### config.mk
export PLATFORM = sky130hd
export DESIGN_NAME = load_store_unit
export DESIGN_NICKNAME = d
export VERILOG_FILES = /design/src/rtl/lsu_pkg.sv /design/src/rtl/load_align.sv /design/src/rtl/load_store_unit.sv
export SDC_FILE = /design/constraint.sdc
export NUM_CORES = 1
export LEC_CHECK = 0
export ABC_AREA = 1
export ABC_CLOCK_PERIOD_IN_PS = 2080
export CORE_ASPECT_RATIO = 2
export CORE_MARGIN = 4
export CORE_UTILIZATION = 45
export CTS_CLUSTER_SIZE = 16
export DETAILED_ROUTE_END_ITERATION = 12
export PLACE_DENSITY = 0.88
export SYNTH_ARGS = -nofsm -noshare
export SYNTH_HDL_FRONTEND = slang
export SYNTH_SLANG_ARGS = --single-unit
### constraint.sdc
create_clock -name clk_i -period 2.08 [get_ports clk_i]
set_input_delay 0.312 -clock clk_i [delete_from_list [all_inputs] [get_ports clk_i]]
set_output_delay 0.312 -clock clk_i [all_outputs]
set_load 0.01 [all_outputs]
### src/rtl/lsu_pkg.sv
// Shared encodings and helpers for the load/store unit.
package lsu_pkg;

  localparam logic [2:0] F3_B  = 3'b000;
  localparam logic [2:0] F3_H  = 3'b001;
  localparam logic [2:0] F3_W  = 3'b010;
  localparam logic [2:0] F3_BU = 3'b100;
  localparam logic [2:0] F3_HU = 3'b101;

  typedef enum logic [1:0] {
    IDLE = 2'd0,
    REQ  = 2'd1,
    WAIT = 2'd2,
    DONE = 2'd3
  } lsu_state_e;

  function automatic logic [3:0] be_mask(input logic [2:0] f3, input logic [1:0] off);
    logic [3:0] m;
    case (f3)
      F3_B, F3_BU: m = 4'b0001 << off;
      F3_H, F3_HU: m = 4'b0011 << off;
      default:     m = 4'b1111;
    endcase
    return m;
  endfunction

  function automatic logic [31:0] store_lanes(input logic [2:0] f3, input logic [31:0] wd);
    logic [31:0] r;
    case (f3)
      F3_B, F3_BU: r = {4{wd[7:0]}};
      F3_H, F3_HU: r = {2{wd[15:0]}};
      default:     r = wd;
    endcase
    return r;
  endfunction

  // Unsigned sizes have no store form, so BU/HU stores are rejected here.
  function automatic logic access_legal(input logic [2:0] f3, input logic is_store,
                                        input logic [1:0] off);
    logic ok;
    case (f3)
      F3_B:    ok = 1'b1;
      F3_H:    ok = ~off[0];
      F3_W:    ok = (off == 2'b00);
      F3_BU:   ok = ~is_store;
      F3_HU:   ok = ~is_store & ~off[0];
      default: ok = 1'b0;
    endcase
    return ok;
  endfunction

endpackage

### src/rtl/load_align.sv
// Selects the addressed byte/half of a read word and sign- or zero-extends it.
// Purely combinational; words pass through untouched.
module load_align
  import lsu_pkg::*;
(
  input  logic [31:0] mem_rdata_i,
  input  logic [1:0]  off_i,
  input  logic [2:0]  funct3_i,
  output logic [31:0] result_o
);

  logic [7:0]  byte_lane;
  logic [15:0] half_lane;

  always_comb begin
    byte_lane = 8'(mem_rdata_i >> {off_i, 3'b000});
    half_lane = 16'(mem_rdata_i >> {off_i[1], 4'b0000});
    case (funct3_i)
      F3_B:    result_o = {{24{byte_lane[7]}}, byte_lane};
      F3_BU:   result_o = {24'h0, byte_lane};
      F3_H:    result_o = {{16{half_lane[15]}}, half_lane};
      F3_HU:   result_o = {16'h0, half_lane};
      default: result_o = mem_rdata_i;
    endcase
  end

endmodule

### src/rtl/load_store_unit.sv
// RV32I load/store stage, one access at a time over a req/gnt/rvalid bus.
// Zero-wait latency load 3 / store 2 / rejected 1; bus stalls bounded by TIMEOUT.
module load_store_unit
  import lsu_pkg::*;
#(
  parameter int unsigned width   = 32,
  parameter int unsigned TIMEOUT = 255
) (
  input  logic             clk_i,
  input  logic             rst_ni,
  input  logic             start_i,
  input  logic             is_store_i,
  input  logic [2:0]       funct3_i,
  input  logic [width-1:0] addr_i,
  input  logic [width-1:0] wdata_i,
  output logic             busy_o,
  output logic             done_o,
  output logic             err_o,
  output logic [width-1:0] rdata_o,
  output logic             mem_req_o,
  output logic             mem_we_o,
  output logic [width-1:0] mem_addr_o,
  output logic [3:0]       mem_be_o,
  output logic [width-1:0] mem_wdata_o,
  input  logic             mem_gnt_i,
  input  logic             mem_rvalid_i,
  input  logic [width-1:0] mem_rdata_i
);

  localparam int unsigned CW = $clog2(TIMEOUT + 1);

  lsu_state_e       state_q, state_d;
  logic [CW-1:0]    cnt_q, cnt_d;
  logic [width-1:0] addr_q, addr_d;
  logic [width-1:0] wdata_q, wdata_d;
  logic [width-1:0] rdata_q, rdata_d;
  logic [2:0]       f3_q, f3_d;
  logic             store_q, store_d;
  logic             err_q, err_d;
  logic [width-1:0] load_res;
  logic             expired;

  // Counter spans REQ and WAIT together, so TIMEOUT bounds the whole bus phase.
  assign expired = (cnt_q == CW'(TIMEOUT - 1));

  load_align u_align (
    .mem_rdata_i (mem_rdata_i),
    .off_i       (addr_q[1:0]),
    .funct3_i    (f3_q),
    .result_o    (load_res)
  );

  always_comb begin
    state_d = state_q;
    cnt_d   = cnt_q;
    addr_d  = addr_q;
    wdata_d = wdata_q;
    rdata_d = rdata_q;
    f3_d    = f3_q;
    store_d = store_q;
    err_d   = err_q;
    case (state_q)
      IDLE: begin
        if (start_i) begin
          if (access_legal(funct3_i, is_store_i, addr_i[1:0])) begin
            addr_d  = addr_i;
            wdata_d = store_lanes(funct3_i, wdata_i);
            f3_d    = funct3_i;
            store_d = is_store_i;
            cnt_d   = '0;
            err_d   = 1'b0;
            state_d = REQ;
          end else begin
            err_d   = 1'b1;
            state_d = DONE;
          end
        end
      end
      REQ: begin
        cnt_d = cnt_q + CW'(1);
        if (mem_gnt_i) begin
          state_d = store_q ? DONE : WAIT;
        end else if (expired) begin
          err_d   = 1'b1;
          state_d = DONE;
        end
      end
      WAIT: begin
        cnt_d = cnt_q + CW'(1);
        if (mem_rvalid_i) begin
          rdata_d = load_res;
          state_d = DONE;
        end else if (expired) begin
          err_d   = 1'b1;
          state_d = DONE;
        end
      end
      DONE:    state_d = IDLE;
      default: state_d = IDLE;
    endcase
  end

  always_ff @(posedge clk_i or negedge rst_ni) begin
    if (!rst_ni) begin
      state_q <= IDLE;
      cnt_q   <= '0;
      addr_q  <= '0;
      wdata_q <= '0;
      rdata_q <= '0;
      f3_q    <= 3'b000;
      store_q <= 1'b0;
      err_q   <= 1'b0;
    end else begin
      state_q <= state_d;
      cnt_q   <= cnt_d;
      addr_q  <= addr_d;
      wdata_q <= wdata_d;
      rdata_q <= rdata_d;
      f3_q    <= f3_d;
      store_q <= store_d;
      err_q   <= err_d;
    end
  end

  assign busy_o      = (state_q == REQ) || (state_q == WAIT);
  assign done_o      = (state_q == DONE);
  assign err_o       = done_o & err_q;
  assign rdata_o     = rdata_q;
  assign mem_req_o   = (state_q == REQ);
  assign mem_we_o    = mem_req_o & store_q;
  assign mem_be_o    = mem_req_o ? be_mask(f3_q, addr_q[1:0]) : 4'b0000;
  assign mem_addr_o  = {addr_q[width-1:2], 2'b00};
  assign mem_wdata_o = wdata_q;

  a_req_stable: assert property (@(posedge clk_i) disable iff (!rst_ni)
    (mem_req_o && !mem_gnt_i && !expired) |=>
      (mem_req_o && $stable(mem_addr_o) && $stable(mem_be_o) && $stable(mem_wdata_o)));

  a_done_pulse: assert property (@(posedge clk_i) disable iff (!rst_ni)
    done_o |=> !done_o);

endmodule

# Yosys cells after proc, flatten, opt, wreduce, memory -nomap -nowiden
# Cells that the tools add are included.
totals:
  reg_bits: 111
  input_bits: 105
  word_cells: 72
op_classes:
  muxes: 23
  eq_ne: 15
  n_reduce_logical: 16
  shifts: 4
  bitwise_logic: 5
  addsub: 1
ops:
  columns: ["op", "count"]
  rows:
  - ["$pmux W32 S4", 1]
  - ["$pmux W32 S2", 1]
  - ["$shr A32 B5 Y16", 1]
  - ["$shr A32 B5 Y8", 1]
  - ["$mux W8", 2]
  - ["$pmux W8 S2", 1]
  - ["$eq A3 B3 Y1 const B", 4]
  - ["$mux W2", 5]
  - ["$reduce_or A2 Y1", 5]
  - ["$add A8 B1 Y8 const B", 1]
  - ["$eq A8 B8 Y1 const B", 1]
  - ["$mux W1", 8]
  - ["$ne A2 B2 Y1 const B", 4]
  - ["$pmux W2 S4", 1]
  - ["$pmux W4 S2", 1]
  - ["$eq A3 B1 Y1 const B", 2]
  - ["$logic_not A3 Y1", 2]
  - ["$reduce_and A3 Y1", 2]
  - ["$pmux W1 S5", 1]
  - ["$eq A2 B2 Y1 const B", 2]
  - ["$logic_not A2 Y1", 2]
  - ["$mux W4", 1]
  - ["$reduce_and A4 Y1", 1]
  - ["$shl A1 B2 Y4 const A", 1]
  - ["10 further kinds", 13]

# Longest topological paths before layout
logic_depth:
  ltp_word: 8
  ltp_mapped: 11
  mapped_depth_nobuf: 10

# Modules after synthesis
# From an unflattened synthesis, not the netlist that was laid out.
hier_totals:
  hier_cells: 854
  hier_area_um2: 6239.7
by_module_without_submodules:
  columns: ["module", "area_each_um2", "seq_area_each_um2", "cells_per_inst", "instances"]
  rows:
  - ["load_store_unit", 5367.6, 2777.7, 685, 1]
  - ["load_align", 872.1, 0.0, 169, 1]

# Worst setup path after synthesis
# No wires, ideal clock.
synth_path:
  path_type: "register -> register"
  from: "reg state_q[1]"
  to: "reg cnt_q[2]"
  path_buffers: 2
  t_required_ns: 1.959
  arrival_ns: 1.593
  stages_incl_launch_ff: 10
  synth_period_minus_slack_ns: 1.714
  setup_slack_ns: 0.366
  cell_sequence: "dfrtp_1 > inv_1 > ha_1 > clkbuf_1 > o21ai_0 > inv_1 > nand2_2 > buf_4 > nand2_1 > o21ai_1"
synth_via:
  elab_chain_len: 4
  word_cells_on_any_way: 9
  classes_between: "eq/ne: 4; mux: 1; reduce/logical: 4"
synth_rtl:
  columns: ["item", "line", "rtl"]
  rows:
  - ["start: declaration", "load_store_unit.sv:32", "lsu_state_e state_q, state_d;"]
  - ["start signal: assignment", "load_store_unit.sv:114", "state_q <= state_d;"]
  - ["$eq A2 B1 Y1 or $eq A2 B2 Y1 (tied branches)", "load_store_unit.sv:62", "case (state_q)"]
  - ["$reduce_or A2 Y1 (no line)", null, null]
  - ["$reduce_bool A2 Y1 (no line)", null, null]
  - ["$reduce_and A3 Y1 (no line)", null, null]
  - ["end signal: assignment", "load_store_unit.sv:115", "cnt_q <= cnt_d;"]
  - ["end: declaration", "load_store_unit.sv:33", "logic [CW-1:0] cnt_q, cnt_d;"]
# Several ways; a longest one is shown, not always the timed one.
# A chain may end at the register's enable or synchronous reset.

# Worst setup path after layout
layout_path:
  from: "reg state_q[0]"
  to: "out err_o"
layout_via:
  elab_chain_len: 2
layout_rtl:
  columns: ["item", "line", "rtl"]
  rows:
  - ["$eq A2 B2 Y1", "load_store_unit.sv:126", "assign done_o = (state_q == DONE);"]
  - ["$and A1 B1 Y1", "load_store_unit.sv:127", "assign err_o = done_o & err_q;"]
  - ["end: declaration", "load_store_unit.sv:18", "output logic err_o,"]
# Every way passes these cells.

==> results.toml <==
[status]
status = "complete, but fails checks"
violations = "negative hold slack"

[grt]
overflow = 0
grt_pass1_vias = 5975
grt_use_total = 0.232
grt_max_degree = 112
antenna_found_initial = 0
grt_pass1_wl_um = 29100

[timing]
fin_crit_sh = 0.948
worst_pin_slew_ps = 634
hold-worst-slack_ps = -20.6
clock_skew_ps = 16.3
fin_setup_tns_ps = 0
setup_viol = 0
relSlewSlack = 0.577
hold_violations = 3
rsz0062_at_grt = "no"
drv_slew = 0
min_period_ps = 1970
fmax_mhz = 507

[worst_setup_path]
regToRegSetupSlack_ps = 270
critPathLaunch = "state_q[0]"
worstRegToRegCells = 7
critPathKind = "flop to output port"
end_kind = "output port"
rr_endpoint = "cnt_q[7]"
r2r-start = "state_q[0]"
worst_setup_path_start_kind = "flop"
crit_arrival_ps = 1660
cp.required_ps = 1770
critPathMaxFanout = 3

[die]
dieHeight_um = 173
placementRows = 60
die_w_um = 90.4
initial_core_util = 0.458
die-area_um2 = 15600
fp.coreArea_um2 = 13400
io_pins = 210

[clocking]
numCtsBuffers = 9
cts_hold_buf = 0
cts_buffer_depth = 2
cts.sink_count = 111
cts_htree_levels = 3
clkSlewWorstSetupHoldPaths_ps = 80
cts_tree = "yes"
root_buffer = "clkbuf_16"
clk_latency_ps = 350

[logic_synthesis]
async_flop_share = 1.00
synth.most_common_cell = "nand2_1"
synth_top_cell_by_area = "dfrtp_1"
ys_ff_latch = 111
synth_cells = 832
synth_top_area_share = 0.454
synth_warnings = 0
postSynthAreaPerCell_um2 = 7.35
synth_area_leaders = "dfrtp_1 45%, nand2_1 18%, nand3_1 8.3%, buf_4 4.3%, inv_1 4.0%"
syn_area_um2 = 6120
synth_flop_cell = "dfrtp_1"
seq_area_frac_synth = 0.454
ys_types = 29
synth_edf_count = 0
synth_commonest_cells = "287 x nand2_1, 111 x dfrtp_1, 101 x nand3_1"

[route]
drt-total-wl_um = 18100
vias = 5999
routed_via_density = 5.17
drtIter0Drc = 307
wl_per_cell_um = 15.6
route.detailed.drc = 0
ant_nets = 0
firstDrtPassIters = 4

[flow_run]
maxCapViolations = 0

[finish]
area_growth_pct = 38.7
diodes = 0
drive_above_1_share = 0.0755
utilization = 0.635
seq_area_um2 = 2780
fill_cells = 1153
multi_input_comb_area_um2 = 2620
fin_nets = 1112

[placement]
hpwlAfterDp_um = 13800
numPortBuffers = 207
place_congestion = 0.879

[pwr]
peakVddDrop_v = 0.000628
power.density_nw_per_um2 = 1370
leakage_nw = 4.18

[min_path]
hold_path.class = "input port to asynchronous set/reset pin"
flip-flops by register name (all words and copies together) (netlist names):
register and flops:
err_q 1, cnt_q 8, state_q 2, addr_q 32, f3_q 3, rdata_o 32, mem_wdata_o 32, store_q 1
per-stage QoR:
step / power (mW) / cells / instance area (um^2) / hold WS (ps) / setup WS (ps)
2_1_floorplan: 7.16 / 833 / 6120 / 16.4 / 366
3_3_place_gp: 9.81 / 1145 / 8170 / 437 / 143
3_5_place_dp: 9.99 / 1145 / 8170 / 437 / 102
4_1_cts: 11.7 / 1161 / 8480 / 53.3 / 33.7
5_1_grt: 12.5 / 1161 / 8480 / 40.3 / 37.9
6_report: 11.6 / 1161 / 8480 / -20.6 / 108
critical path, stage by stage, from the launching register on:
cell and delay (ps):
dfrtp_1 440, ha_1 230, nand2_1 60, inv_1 60, clkdlybuf4s50_1 540
area by class of cell:
type / instances / share of cell area
clock inverters: 6 / 0.00723
clock buffers: 10 / 0.0282
well taps: 155 / 0.0229
flip-flops and latches: 111 / 0.328
repair buffers: 232 / 0.274
multi-input cells: 577 / 0.308
inverters: 70 / 0.0319
placed cells by master (no fill, tap or decap):
cell type and n:
clkinv_8 1, ha_1 5, a22oi_1 3, nand3b_1 1
dlygate4sd2_1 5, clkbuf_16 9, nand2_4 1, buf_4 20
clkinvlp_4 1, clkinv_4 1, o21bai_1 3, nand3_1 101
inv_8 1, inv_6 3, dfrtp_2 1, o21ai_1 4
buf_2 1, inv_4 1, nand2_2 4, nand2_1 287
o211ai_1 9, o21ai_0 38, buf_12 6, dfrtp_1 110
or2_2 19, inv_2 3, a21oi_1 39, nor2_1 54
inv_1 65, dlymetal6s2s_1 1, nand3_4 1, clkbuf_8 1
ha_4 1, clkdlybuf4s50_1 199, conb_1 2, nor2_4 1
nor3_1 2, o21a_1 2
routing by layer:
metal	wire length (um)	vias up	GRT usage	share of wire
met2	9910	227	0.437	0.55
met3	1050	69	0.0505	0.058
li1	-	2928	-	-
met1	6020	2775	0.219	0.33
met4	1120	0	0.150	0.062
met5	0	-	0	0
where the power goes:
| group | switching, mW | total [mW] | internal [mW] |
|---|---|---|---|
| sequential | 0.625 | 3.80 | 3.18 |
| combinational | 3.14 | 6.13 | 2.99 |
| clock | 0.844 | 1.72 | 0.877 |
cells by family (layout without fill, tap and decap cells):
logic type / after synthesis / after routing / share of synthesized area
simple gates: 471 / 471 / 0.325
buf+inv: 145 / 318 / 0.121
flops: 111 / 111 / 0.454
compound gates: 98 / 98 / 0.0871
fa+ha+maj: 6 / 6 / 0.0123
other cells: 1 / 2 / 0.000613
timing repair:
action / CTS / global route
cloned: 0 / 0
setup endpoints to repair: 7 / 1
setup buffers: 0 / 0
gates resized for setup: 8 / 2
worst max path at each step:
| stage | endpoint | depth (start not counted) |
|---|---|---|
| 2_1_floorplan | cnt_q[2] | 9 |
| 3_3_place_gp | mem_be_o[2] | 5 |
| 3_5_place_dp | mem_be_o[2] | 5 |
| 4_1_cts | mem_we_o | 5 |
| 5_1_grt | mem_be_o[3] | 5 |
| 6_report | err_o | 4 |
Power figures use the tool's default switching activity.
